--- config.mk ---
export PLATFORM = sky130hd
export DESIGN_NAME = pc_sequencer
export DESIGN_NICKNAME = d
export VERILOG_FILES = /design/src/rtl/pc_sequencer_pkg.sv /design/src/rtl/pc_sequencer_jump_lut.sv /design/src/rtl/pc_sequencer.sv
export SDC_FILE = /design/constraint.sdc
export NUM_CORES = 1
export LEC_CHECK = 0
export ABC_AREA = 1
export BUFFER_PORTS_ARGS = -buffer_cell sky130_fd_sc_hd__buf_2
export CAP_MARGIN = 20
export CORE_MARGIN = 4
export CORE_UTILIZATION = 40
export CTS_BUF_LIST = sky130_fd_sc_hd__clkbuf_8
export CTS_CLUSTER_SIZE = 28
export DETAILED_ROUTE_END_ITERATION = 8
export HOLD_SLACK_MARGIN = 0.15
export PLACE_DENSITY = 0.61
export SYNTH_ARGS = -nofsm -noshare
export SYNTH_HDL_FRONTEND = slang
export SYNTH_SLANG_ARGS = --single-unit
export TNS_END_PERCENT = 100
--- constraint.sdc ---
create_clock -name Clk -period 4.1 [get_ports Clk]
set_input_delay 1.23 -clock Clk [delete_from_list [all_inputs] [get_ports Clk]]
set_output_delay 1.23 -clock Clk [all_outputs]
set_load 0.03 [all_outputs]
--- src/rtl/pc_sequencer_pkg.sv ---
// Shared widths, FSM state encoding and jump-table targets for the program-counter sequencer.
package pc_sequencer_pkg;

    localparam int PC_W  = 9;
    localparam int CNT_W = 16;

    localparam int JT_IDX_W   = 4;
    localparam int JT_ENTRIES = 13;

    typedef enum logic [1:0] {
        ST_IDLE = 2'd0,
        ST_RUN  = 2'd1,
        ST_DONE = 2'd2
    } state_e;

    localparam logic [PC_W-1:0] JT_TGT_0  = 9'd27;
    localparam logic [PC_W-1:0] JT_TGT_1  = 9'd34;
    localparam logic [PC_W-1:0] JT_TGT_2  = 9'd39;
    localparam logic [PC_W-1:0] JT_TGT_3  = 9'd53;
    localparam logic [PC_W-1:0] JT_TGT_4  = 9'd58;
    localparam logic [PC_W-1:0] JT_TGT_5  = 9'd61;
    localparam logic [PC_W-1:0] JT_TGT_6  = 9'd66;
    localparam logic [PC_W-1:0] JT_TGT_7  = 9'd112;
    localparam logic [PC_W-1:0] JT_TGT_8  = 9'd123;
    localparam logic [PC_W-1:0] JT_TGT_9  = 9'd128;
    localparam logic [PC_W-1:0] JT_TGT_10 = 9'd131;
    localparam logic [PC_W-1:0] JT_TGT_11 = 9'd136;
    localparam logic [PC_W-1:0] JT_TGT_12 = 9'd171;

endpackage

--- src/rtl/pc_sequencer_jump_lut.sv ---
// Combinational jump table: maps a branch index to its target address and flags unmapped indices.
module jump_lut #(
    parameter int PC_W = pc_sequencer_pkg::PC_W
) (
    input  logic [pc_sequencer_pkg::JT_IDX_W-1:0] idx,
    output logic [PC_W-1:0]                       target,
    output logic                                  valid
);
    import pc_sequencer_pkg::*;

    always_comb begin
        target = '0;
        valid  = 1'b1;
        case (idx)
            4'd0:    target = PC_W'(JT_TGT_0);
            4'd1:    target = PC_W'(JT_TGT_1);
            4'd2:    target = PC_W'(JT_TGT_2);
            4'd3:    target = PC_W'(JT_TGT_3);
            4'd4:    target = PC_W'(JT_TGT_4);
            4'd5:    target = PC_W'(JT_TGT_5);
            4'd6:    target = PC_W'(JT_TGT_6);
            4'd7:    target = PC_W'(JT_TGT_7);
            4'd8:    target = PC_W'(JT_TGT_8);
            4'd9:    target = PC_W'(JT_TGT_9);
            4'd10:   target = PC_W'(JT_TGT_10);
            4'd11:   target = PC_W'(JT_TGT_11);
            4'd12:   target = PC_W'(JT_TGT_12);
            default: valid  = 1'b0;
        endcase
    end

endmodule

--- src/rtl/pc_sequencer.sv ---
// Program-counter sequencer: steps an instruction address through a program with halt, stall and table jumps.
//
//   state | meaning
//   IDLE  | waiting for Start, PC parked at 0
//   RUN   | program executing, PC advances per Halt > Stall > taken branch > increment
//   DONE  | program halted, outputs frozen until a new Start
module pc_sequencer #(
    parameter int PC_W  = pc_sequencer_pkg::PC_W,
    parameter int CNT_W = pc_sequencer_pkg::CNT_W
) (
    input  logic             Clk,
    input  logic             Reset,
    input  logic             Start,
    input  logic             Halt,
    input  logic             Stall,
    input  logic             BranchEn,
    input  logic             Taken,
    input  logic [3:0]       JumpIdx,
    output logic [PC_W-1:0]  ProgCtr,
    output logic             Running,
    output logic             Done,
    output logic             BadIdx,
    output logic [CNT_W-1:0] CycleCnt
);
    import pc_sequencer_pkg::*;

    state_e           state_q, state_d;
    logic [PC_W-1:0]  pc_q, pc_d;
    logic [CNT_W-1:0] cnt_q, cnt_d;
    logic             running_q, running_d;
    logic             done_q, done_d;
    logic             bad_idx_q, bad_idx_d;

    logic [PC_W-1:0]  jump_target;
    logic             jump_valid;
    logic [PC_W-1:0]  pc_inc;
    logic [CNT_W-1:0] cnt_inc;

    jump_lut #(.PC_W(PC_W)) u_jump_lut (
        .idx    (JumpIdx),
        .target (jump_target),
        .valid  (jump_valid)
    );

    assign pc_inc  = pc_q + PC_W'(1);
    assign cnt_inc = (cnt_q == {CNT_W{1'b1}}) ? cnt_q : cnt_q + CNT_W'(1);

    always_comb begin
        state_d   = state_q;
        pc_d      = pc_q;
        cnt_d     = cnt_q;
        bad_idx_d = 1'b0;

        case (state_q)
            ST_IDLE: begin
                pc_d = '0;
                if (Start) begin
                    state_d = ST_RUN;
                    cnt_d   = '0;
                end
            end
            ST_RUN: begin
                // The halt cycle is itself a RUN cycle, so it is counted.
                cnt_d = cnt_inc;
                if (Halt) begin
                    state_d = ST_DONE;
                end else if (Stall) begin
                    pc_d = pc_q;
                end else if (BranchEn && Taken) begin
                    if (jump_valid) begin
                        pc_d = jump_target;
                    end else begin
                        pc_d      = pc_inc;
                        bad_idx_d = 1'b1;
                    end
                end else begin
                    pc_d = pc_inc;
                end
            end
            ST_DONE: begin
                if (Start) begin
                    state_d = ST_RUN;
                    pc_d    = '0;
                    cnt_d   = '0;
                end
            end
            default: begin
                state_d = ST_IDLE;
                pc_d    = '0;
                cnt_d   = '0;
            end
        endcase

        running_d = (state_d == ST_RUN);
        done_d    = (state_d == ST_DONE);
    end

    always_ff @(posedge Clk) begin
        if (Reset) begin
            state_q   <= ST_IDLE;
            pc_q      <= '0;
            cnt_q     <= '0;
            running_q <= 1'b0;
            done_q    <= 1'b0;
            bad_idx_q <= 1'b0;
        end else begin
            state_q   <= state_d;
            pc_q      <= pc_d;
            cnt_q     <= cnt_d;
            running_q <= running_d;
            done_q    <= done_d;
            bad_idx_q <= bad_idx_d;
        end
    end

    assign ProgCtr  = pc_q;
    assign Running  = running_q;
    assign Done     = done_q;
    assign BadIdx   = bad_idx_q;
    assign CycleCnt = cnt_q;

endmodule
==> results of run 1 <==
[state kept, by name, indices dropped and copies added, names as in the netlist]
register  count
Running       1
ProgCtr       9
state_q       2
BadIdx        1
Done          1
CycleCnt     16
[power groups by stage]
stage / Clock, W / Sequential (W) / Combinational, W
global route: 0.000247 / 0.000306 / 0.000109
floorplan: 0 / 0.000321 / 0.0000647
detailed placement: 0 / 0.000312 / 0.0000984
global placement: 0 / 0.000312 / 0.0000984
finish: 0.000229 / 0.000305 / 0.0000979
CTS: 0.000240 / 0.000305 / 0.0000986
[metrics by stage]
step | power (W) | hold WS, ns
detailed placement | 0.000410 | 0.492
global placement | 0.000410 | 0.479
global route | 0.000662 | 0.534
finish | 0.000632 | 0.498
floorplan | 0.000385 | 0.495
CTS | 0.000644 | 0.504
[path summary, 6_finish.rpt]
kind	cells after the start	from	to	slack, ns
setup / recovery	1	CycleCnt[12]$_SDFFE_PP0P_	CycleCnt[12]	1.89
hold / removal	2	ProgCtr[8]$_SDFFE_PP0P_	ProgCtr[8]$_SDFFE_PP0P_	0.50
setup reg to reg	11	CycleCnt[0]$_SDFFE_PP0P_	CycleCnt[13]$_SDFFE_PP0P_	2.50
hold reg to reg	2	ProgCtr[8]$_SDFFE_PP0P_	ProgCtr[8]$_SDFFE_PP0P_	0.50
[cell type report]
cell class,count,area [um^2]
Fill cell,489,2280
Tap cell,52,65.1
Clock inverter,2,10.0
Timing Repair Buffer,38,190
Sequential cell,30,601
Clock buffer,5,68.8
Inverter,39,146
Multi-Input combinational cell,218,1110
[routing by layer]
layer | vias to the layer above | routed length [um] | global-route usage
met3 | 5 | 250 | 0.0433
met1 | 832 | 2450 | 0.229
met4 | 0 | 38 | 0.0399
met2 | 40 | 1870 | 0.233
li1 | 1017 | - | -
met5 | - | 0 | 0
[cells by family after synthesis]
logic type	share of synthesized area
compound gates	0.166
xor+xnor	0.00462
fa+ha+maj	0.0132
buf+inv	0.0944
flops	0.317
simple gates	0.405
[tightest hold or removal path, cell delays in order (launching register included)]
cell and delay, ns:
dfxtp_1 0.33, nand2_1 0.07, a21oi_1 0.05
[placed cells by master (no fill, tap or decap), drive strengths merged, types with 5 or more instances in the layout]
cell | netlist | routed
nor2 | 41 | 41
nand3 | 28 | 28
clkbuf | 2 | 5
inv | 38 | 38
o21ai | 14 | 14
dfxtp | 30 | 30
nand2 | 82 | 82
buf | 2 | 38
a21oi | 27 | 27
nor3 | 6 | 6
==> results.txt, run 1 <==
The run finished with clean final reports. The share of Yosys cell area claimed by the top area cell type is 0.317. At the later pin of the worst-skew pair, clock insertion delay measures 0.28 ns. At the worst endpoint, the required time is about 2.9 ns. The floorplan step defined a core boundary enclosing roughly 0.0045 mm^2. For this run, design rule violations remaining after detail routing come to 0. The TritonCTS buffer count is 5. The cell with the most instances after synthesis is nand2_1. The first global-routing pass estimated 7850 um of wire.

The worst path in the final design needs a cycle of ~2.2 ns, including I/O delays and setup. Sorting the synthesized cells by area gives the leading types as dfxtp_1, nand2_1, nand3_1. The part of the total power dissipated in the clock network is 0.362. At the placement stage, the worst setup path has a slack of about 1.7 ns. Of the total power, registers draw 0.483. The total of warnings raised by yosys is 0. The number of antenna violations at the first check in global routing came out at 0.

The clock input transition at the sequential cells of the worst setup and hold paths came out at 0.07 ns. The post-synthesis average cell area is 6.51 um^2. The number of global-route vias before repair came out at 1675. The hold violation total from the final report is 0.

For this design, the slowest cell found on the critical path is dfxtp_1. The number of flip-flops and latches in the synthesized netlist came out at 30. The headroom to the max-slew limit came out at 0.656. The final estimated routing congestion in global placement is between 0.9 and 1. The number of buffer and inverter instances along the worst setup path is 1.

Among all flip-flop cells after synthesis, the most frequent one is dfxtp_1. The via count came out at 1894. In this run the static leakage power is 0.970 nW.

The number of flops mapped to enable cells by yosys is 0. The final net count came out at 345. The finished cells cover about 0.0022 mm^2. The vertical extent of the die is 76.8 um. The effective utilization at floorplan is 0.423. TritonCTS built the clock tree. The synthesized net count is around 300. After synthesis, the most frequently instantiated cells are nand2_1, nor2_1, inv_1.

The buffers inserted during post-CTS setup optimization came out at 0. The number of different library cells in the post-synthesis netlist came out at 34. The kind of cell with the highest combined delay along the critical path is flip-flops. The type of the most critical hold path is register to register. The peak ir drop on the vdd network is 151 uV. The clock arrives with approximately 0.01 ns of skew.

The number of H-tree levels came out at 2. The first TritonRoute pass finished after 5 iterations. The clock net sink count is 30. The fraction of power consumed by combinational cells came out at 0.155. The count of hold-fix buffers inserted at cts came out at 0. Once layout is complete, the cells apart from fillers number 384. The count of pins on the block boundary is 39.

Walking the worst path, the cells encountered are buf_2. The detailed placer's ending HPWL came out at 3460 um. The core occupancy in the finished layout is 0.491. The row count came out at 24. Dividing the detail-routed via count by the number of cells gives 4.93. For this design the total switching power over the nets is 0.000192 W. The root buffer cell chosen for the clock tree is clkbuf_8. The slew of the pin with the lowest slew margin came out at slightly above 0.5 ns. The wire length per cell came out at 12.0 um. Of the available clock period, the critical path in the final layout requires 0.539. The DRC marker count from the first detailed-route iteration is ~80. The delay of the slowest critical-path stage came out at between 0.4 and 0.5 ns. The worst path arrival time came out at 0.98 ns.

The largest total area in the synthesized netlist belongs to dfxtp_1. In this run the worst path has a maximum fanout of 6. The buffer depth of the longest clock path is 2. The number of failing setup endpoints in the final timing report is 0. The share of async-settable or async-resettable flops after synthesis is 0. Across all setup checks in the final design, the least slack found is roughly 1.9 ns. The startpoint kind of the worst setup timing path is a register. The internal portion of the total power is ~0.00044 W.

The post-placement cell count is ~380. The worst setup path is of the register to output pin kind. The post-synthesis instance area is between 0.0015 and 0.002 mm^2.

The largest net degree at the start of global routing came out at 24. For this run, the register share of the synthesized area comes to 0.317. The count of buffers added on input and output ports is 38. Adding up every negative setup slack in the final design gives 0 ns. The total congestion overflow is 0. Setup repair after global routing left no endpoint under its margin. The signed area change from the synthesized netlist to the final layout is 15.9%.

The fmax is 0.452 GHz. The count of mapped cells out of synthesis came out at 291. The count of pins over their slew limit was 0.

The fraction of layout instances using a drive strength above 1 came out at 0.235. The post-cts resize count came out at 0. The final antenna-violating net count is 0. The total cell area at the placement stage came out at 0.00212 mm^2. For this run, the total global-route usage over all layers was measured as 0.159. The total length of routed wires is 4610 um. Max-cap violations in this run came to 0. The overall die width came out at 76.8 um. Of the total power, the share spent switching nets is 0.305. The diode insertion count for antenna repair is 0. The floorplan die area came out at ~0.0059 mm^2.

Dividing total power by cell area gives a power density of about 290 mW/mm^2. The sort of element at the end of the critical path is an output pin.
No activity file was read; power rests on OpenSTA's default activity.
==> run 2: changes to the inputs <==
--- a/config.mk
+++ b/config.mk
@@ -5,7 +5,7 @@
 export SDC_FILE = /design/constraint.sdc
 export NUM_CORES = 1
 export LEC_CHECK = 0
-export ABC_AREA = 1
+export ABC_AREA = 0
 export BUFFER_PORTS_ARGS = -buffer_cell sky130_fd_sc_hd__buf_2
 export CAP_MARGIN = 20
 export CORE_MARGIN = 4
==> constraint.sdc (replaced) <==
create_clock -name Clk -period 2.2 [get_ports Clk]
set_input_delay 0.66 -clock Clk [delete_from_list [all_inputs] [get_ports Clk]]
set_output_delay 0.66 -clock Clk [all_outputs]
set_load 0.03 [all_outputs]
==> run 2 against run 1 <==
Compared with the run above:
- via count grew 2.7%
- non-clock buffer count grew 15
- hold slack lost 0.013 ns
- critical path depth grew 4
- register-to-register slack lost 2.1 ns
- area after synthesis shrank 1.5%
- highest routed layer unchanged
- count of clock-buffer cells in the layout grew 1
- worst setup slack lost 1.5 ns
- core utilization grew 1.8 points
==> results.txt, run 2 <==
The part of the total power dissipated in the clock network came out at 0.383. The first-pass iteration count of the detailed router is 4. The row count came out at 24. The buffers inserted during post-CTS setup optimization is 0. Setup slack on the worst reg-to-reg path comes out at roughly 0.36 ns.

The detailed placer's ending HPWL came out at 3580 um. The number of failing setup endpoints in the final timing report came out at 0. The overall die width came out at 76.3 um. The total congestion overflow is 0. The number of input and output port buffers inserted is 38. The final antenna-violating net count is 0.

The largest net degree at the start of global routing is 19. The sort of element at the end of the critical path is a register. Across the routed clock network, the largest skew measured is about 0.0065 ns. The leakage power of the design came out at 0.899 nW. The TritonCTS buffer count is 5. The number of antenna violations at the first check in global routing came out at 0. The DRC marker count from the first detailed-route iteration is 93.

The count of pins over their slew limit came out at 0. The count of cells along the worst hold path is 1. The wire length per cell came out at ~14 um.

The count of mapped cells out of synthesis came out at between 200 and 250. The overall global routing resource usage is 0.172. After synthesis, the most frequently instantiated cells are nand2_1, dfxtp_1, a21oi_1. The count of hold-fix buffers inserted at cts came out at 0.

The internal power summed over all cells came out at 0.000863 W. The share of total power dissipated in combinational logic is 0.142. The share of synthesized area in the top cell type comes to 0.322. The vertical extent of the die came out at around 76 um. The number of flip-flops and latches in the synthesized netlist came out at 30. For hold timing, the worst endpoint is CycleCnt[10]$_SDFFE_PP0P_. The number of flops mapped to enable cells by yosys is 0. The number of cells on the worst reg-to-reg path came out at 5. The number of different library cells in the post-synthesis netlist is 51. The clock input transition at the sequential cells of the worst setup and hold paths came out at 0.07 ns. The synthesized net count is 254. The via count came out at 1945. The launching point of the worst reg2reg path is CycleCnt[0]$_SDFFE_PP0P_.

In this run the worst path has a maximum fanout of 6. For the worst setup path, the data required time is around 2.4 ns. The effective utilization at floorplan came out at 0.420. The total core area came out at 0.00444 mm^2. The count of pins on the block boundary is 39. The total length of routed wires came out at 4830 um. Each instance of the synthesized netlist takes up on average a little under 8 um^2. In the final layout, the share of cells above drive strength 1 is 0.238. The minimum setup slack after placement is 0.192 ns. Of the total power, the share spent switching nets is 0.267. The sequential-to-total area share from yosys stat came out at 0.322. The floorplan step defined a die boundary enclosing 0.00582 mm^2. The hold violation total from the final report is 0. The final net count is 298. The core occupancy in the finished layout is 0.509. In this run the worst hold path is classified as register to register. The cell type contributing the most total cell area after synthesis is dfxtp_1. TritonCTS built the clock tree. The root buffer cell is clkbuf_8.

The endpoint identified for the worst register-to-register timing path is CycleCnt[14]$_SDFFE_PP0P_. In the post-synthesis netlist, the biggest area contributors are dfxtp_1, nand2_1, a21oi_1. The total of warnings raised by yosys came out at 0. The signed area change from the synthesized netlist to the final layout is 21.2%.

The flip-flop count of the largest register, all copies and words added is 16. The setup path with the least slack is of type register to register. The count of maximum capacitance violations is 0. The first global-routing pass estimated around 8300 um of wire. The slew of the pin with the lowest slew margin came out at 0.442 ns.

The final-layout setup total negative slack came out at 0 ns. The run finished with clean final reports. The diode insertion count for antenna repair is 0. The via count normalized by instance count came out at 5.75. The clock net sink count is 30. For the worst-skew pair, the clock arrives at the later sink with an insertion delay of 0.28 ns. Measured against its own limit, the worst slew margin works out to 0.703. The power per standard cell area came out at 521 mW/mm^2.

The worst path arrival time came out at 2.05 ns. The post-cts resize count is 0. The H-tree was split into 2 levels.

The number of global-route vias before repair came out at 1723. The final period demand of the worst path came out at between 1.5 and 2 ns. Of the available clock period, the critical path in the final layout requires 0.836. In this run the most critical hold path is launched from CycleCnt[10]$_SDFFE_PP0P_. The peak ir drop on the vdd network came out at between 200 and 250 uV. The cell with the most instances after synthesis is nand2_1. In the layout the commonest cells are buf_2, nand2_1, dfxtp_1, a21oi_1, buf_4. The most common cell after layout, fill and taps aside is buf_2. The analysis attributes to net switching a power of 0.000314 W. The buffer depth of the longest clock path came out at 2. Of the total power, registers draw 0.476. STA classifies the critical path startpoint as a register.

The share of async-settable or async-resettable flops after synthesis came out at 0. After detailed routing, the number of remaining DRC violations is 0. The predominant post-synthesis flop cell is dfxtp_1. The post-synthesis instance area came out at 0.00187 mm^2. Setup repair after global routing left no endpoint under its margin. Based on the critical path, the design can be clocked at up to 0.544 GHz. Setup slack closes at 0.360 ns. The final estimated routing congestion in global placement came out at 0.878.
-- run 2: changes by cell type after synthesis, moves of 5 or more --
cell      before  now
nor2_1        36   12
or3_1          0    8
a211oi_1       0    5
clkbuf_1       2   13
nand3_1       28    9
inv_1         34    7
a21oi_2        6    0
mux2i_1        0    8
nand2_1       70   32
nand2_2       10    0
-- run 2: area by class of cell --
class / instances / area [um^2]
fill: 450 / 2180
clock buffer: 6 / 82.6
clock inverter: 2 / 8.76
tap: 52 / 65.1
multi-input combinational: 188 / 1170
timing repair buffer: 53 / 303
inverter: 7 / 26.3
sequential: 30 / 601
-- run 2: worst max-delay path: stages, from the launching register on --
cell     delay (ns)
dfxtp_1        0.41
ha_1           0.26
nand2_1        0.10
or4_4          0.45
or4_1          0.40
a21oi_1        0.15
-- run 2: worst max path at each step --
| stage | start | to | cells after the start |
|---|---|---|---|
| after floorplan | JumpIdx[3] | ProgCtr[6]$_SDFFE_PP0P_ | 5 |
| after detailed placement | JumpIdx[0] | ProgCtr[6]$_SDFFE_PP0P_ | 5 |
| after CTS | CycleCnt[0]$_SDFFE_PP0P_ | CycleCnt[14]$_SDFFE_PP0P_ | 5 |
| final | CycleCnt[0]$_SDFFE_PP0P_ | CycleCnt[14]$_SDFFE_PP0P_ | 5 |
| after global routing | CycleCnt[0]$_SDFFE_PP0P_ | CycleCnt[3]$_SDFFE_PP0P_ | 6 |
| after global placement | JumpIdx[0] | ProgCtr[6]$_SDFFE_PP0P_ | 5 |
-- run 2: cells by family (layout without fill, tap and decap cells) --
| group | count (synthesis) | count (layout) | share of synthesized area |
|---|---|---|---|
| AND/OR/NAND/NOR | 98 | 98 | 0.280 |
| flip-flops | 30 | 30 | 0.322 |
| AO/OA/AOI/OAI | 78 | 78 | 0.283 |
| XOR/XNOR | 1 | 1 | 0.00470 |
| buffers and inverters | 23 | 68 | 0.0483 |
| adder cells (fa/ha/maj) | 2 | 2 | 0.0134 |
| multiplexers | 9 | 9 | 0.0490 |
-- run 2: power by group through the flow --
stage	Sequential [W]	Clock, W	Combinational [W]
floorplan	0.000580	0	0.0000980
global placement	0.000572	0	0.000165
detailed placement	0.000572	0	0.000166
CTS	0.000560	0.000462	0.000167
global route	0.000561	0.000490	0.000184
finish	0.000560	0.000450	0.000167
-- run 2: stage by stage --
stage | total power [W] | area [um^2] | hold WS, ns | cells
6_report | 0.00118 | 2260 | 0.485 | 338
5_1_grt | 0.00123 | 2260 | 0.512 | 338
4_1_cts | 0.00119 | 2260 | 0.489 | 338
3_5_place_dp | 0.000738 | 2170 | 0.473 | 330
3_3_place_gp | 0.000737 | 2170 | 0.458 | 330
2_1_floorplan | 0.000678 | 1870 | 0.581 | 241
-- run 2: layer usage --
layer,track usage,wire [um],share of wire
met1,0.227,2340,0.48
met2,0.267,2210,0.46
met3,0.0414,180,0.037
met4,0.0707,108,0.022
met5,0,0,0
==> run 3: changes to the inputs <==
--- a/config.mk
+++ b/config.mk
@@ -14,7 +14,7 @@
 export CTS_CLUSTER_SIZE = 28
 export DETAILED_ROUTE_END_ITERATION = 8
 export HOLD_SLACK_MARGIN = 0.15
-export PLACE_DENSITY = 0.61
+export PLACE_DENSITY = 0.64
 export SYNTH_ARGS = -nofsm -noshare
 export SYNTH_HDL_FRONTEND = slang
 export SYNTH_SLANG_ARGS = --single-unit
==> constraint.sdc (replaced) <==
create_clock -name Clk -period 1.48 [get_ports Clk]
set_input_delay 0.444 -clock Clk [delete_from_list [all_inputs] [get_ports Clk]]
set_output_delay 0.444 -clock Clk [all_outputs]
set_load 0.03 [all_outputs]
==> run 3 against run 2 <==
Compared with the run above:
- the run now ends with setup timing left
- worst setup slack lost 0.56 ns
- via count increased by 19%
- maximum frequency is 9.7% higher
- cell count is 16% higher
- die area unchanged
- global-route usage rose by 3.2 points
- count of clock-buffer cells in the layout down 1
- flip-flop and latch count did not move
- non-clock buffer count grew 53
- core utilization up 16 points
- routed wire length grew 31%
- clock power increased by 39%
- highest routed layer unchanged
==> results.txt, run 3 (synthesis results as in run 2) <==
IR analysis of the VDD net gives a maximum drop of 486 uV. The final period demand of the worst path came out at 1.68 ns. The data required time of the critical path is 1.70 ns. The register with the most flip-flops in the layout has 16 of them. The number of input and output port buffers inserted is 38. The tree is rooted in a clkbuf_8.

The overall global routing resource usage came out at 0.204. The fmax is 0.596 GHz. In the final design database the tool counted 351 nets.

The worst setup path is captured at a register. The wire length per cell is 16.2 um. The clock passes through at most 2 buffers. The signed area change from the synthesized netlist to the final layout came out at 59.5%. The type of the most critical hold path is register to register. The clock network latency to the later pin of the worst-skew pair came out at 0.29 ns. The total core area is 0.00444 mm^2.

After clock tree synthesis, the clock-pin slew on the worst setup and hold paths is roughly 0.06 ns. Summing over every cut layer, the via total after detailed routing is between 2000 and 2500. The row count is 24. The startpoint kind of the worst setup timing path is a register. Leaving out filler cells and counting taps, the final layout contains 391. The hold violation total from the final report came out at 0. The number of H-tree levels came out at 2. The final-layout setup total negative slack is -0.527 ns. The effective utilization at floorplan is 0.420. STA puts the critical path data arrival time at 1.90 ns. The floorplan die area came out at 0.00582 mm^2. The first-pass iteration count of the detailed router is 4. The headroom to the max-slew limit came out at 0.592. The checks that failed: setup timing. Setup repair after global routing could not meet its margin everywhere.

The diode insertion count for antenna repair came out at 0. The number of global-route vias before repair came out at 2117. Between clock sinks in the finished design, the worst skew comes to ~0.0077 ns. The die is ~76 um wide. Setup slack on the critical path of the routed design comes to -0.198 ns. After detailed routing, the number of remaining DRC violations is 0.

The final total power came out at 0.00181 W. The DRC marker count from the first detailed-route iteration came out at 145. Entering global routing, the biggest net connects 19 pins. The leakage power of the design came out at 1.26 nW. The startpoint-to-endpoint class of the critical path is register to register. Measured along the y axis, the die boundary spans approximately 76 um. Leaving out fill and tap cells, the most frequent cells in the layout are buf_4, buf_2, nand2_1, a21oi_1, dfxtp_2.

The total congestion overflow is 0. The number of antenna violations at the first check in global routing came to 0. The count of pins over their slew limit is 0. The power per standard cell area is 609 mW/mm^2. The total cell area at the placement stage came out at 0.00259 mm^2. The final period utilization is 1.13. The detail route stage leaves a number of antenna-violating nets equal to 0. The final estimated routing congestion in global placement is 0.888.

The count of filler cells inserted in the layout is 369. The flow ran to the end, but the final reports show violations. The first global-routing pass estimated approximately 9900 um of wire. The count of pins on the block boundary is 39. The final layout contains routed wiring with a total length of 6320 um. The TritonCTS buffer count is 5.

The maximum net fanout on the critical path came out at 3. Leaving out fill and tap cells, the most frequent cell in the layout is buf_4. The via count normalized by instance count came out at 5.92.

TritonCTS built the clock tree. The count of maximum capacitance violations is 0. The post-placement cell count came out at 375. In the final layout, the share of cells above drive strength 1 is 0.519. The summed area of non-filler cells in the final layout came out at roughly 0.003 mm^2. The detailed placer's ending HPWL came out at 4280 um. The tightest hold path in the finished design has a slack of 0.490 ns. The count of hold-fix buffers inserted at cts is 0. For this design, the sink count on the clock tree is 30. The slew of the pin with the lowest slew margin came out at 0.609 ns.

The number of failing setup endpoints in the final timing report is 8.
run 3: cell types whose count changed in the layout (fill, tap and decap cells not counted), moves of 5 or more:
cell	delta
buf_4	+42
dfxtp_1	-20
dfxtp_2	+11
dfxtp_4	+9
buf_6	+8
o21ai_0	-6
o21ai_1	+6
nor2_1	-5
run 3: per-stage QoR:
| step | setup WS (ns) | utilization |
|---|---|---|
| finish | -0.198 | 0.669 |
| global route | -0.229 | 0.669 |
| CTS | -0.199 | 0.625 |
| detailed placement | -0.205 | 0.582 |
| global placement | -0.182 | 0.582 |
| floorplan | -0.207 | - |
run 3: report_power, final:
group	total (W)	switching, W	internal (W)
Sequential	0.000819	0.0000122	0.000807
Clock	0.000627	0.000315	0.000313
Combinational	0.000366	0.000199	0.000167
run 3: final timing paths:
path	startpoint	to	slack, ns	cells after the start
max reg2reg	CycleCnt[9]$_SDFFE_PP0P_	CycleCnt[14]$_SDFFE_PP0P_	-0.20	4
min	CycleCnt[14]$_SDFFE_PP0P_	CycleCnt[14]$_SDFFE_PP0P_	0.49	2
min reg2reg	CycleCnt[14]$_SDFFE_PP0P_	CycleCnt[14]$_SDFFE_PP0P_	0.49	2
max	CycleCnt[9]$_SDFFE_PP0P_	CycleCnt[14]$_SDFFE_PP0P_	-0.20	4
run 3: cell type report:
cell class,count,area (um^2),area share
Multi-Input combinational cell,188,1430,0.481
Timing Repair Buffer,106,723,0.243
Sequential cell,30,648,0.218
Clock buffer,5,68.8,0.0231
Tap cell,52,65.1,0.0219
Inverter,7,26.3,0.00883
Clock inverter,3,11.3,0.00378
run 3: layer usage:
metal / vias to the layer above / track usage / share of wire
li1: 1118 / - / -
met1: 1101 / 0.275 / 0.45
met2: 84 / 0.323 / 0.47
met3: 11 / 0.0544 / 0.064
met4: 0 / 0.0489 / 0.015
met5: - / 0 / 0
run 3: timing repair:
action | CTS | global route
gates cloned | 2 | 2
setup endpoints to repair | 19 | 22
setup buffers | 1 | 3
pin swaps | 8 | 15
gates resized for setup | 23 | 43
run 3: worst max-delay path: stages, from the launching register on:
cell and delay, ns:
dfxtp_4 0.34, nand4_1 0.16, or4_4 0.55, or4_1 0.42, a21oi_1 0.14
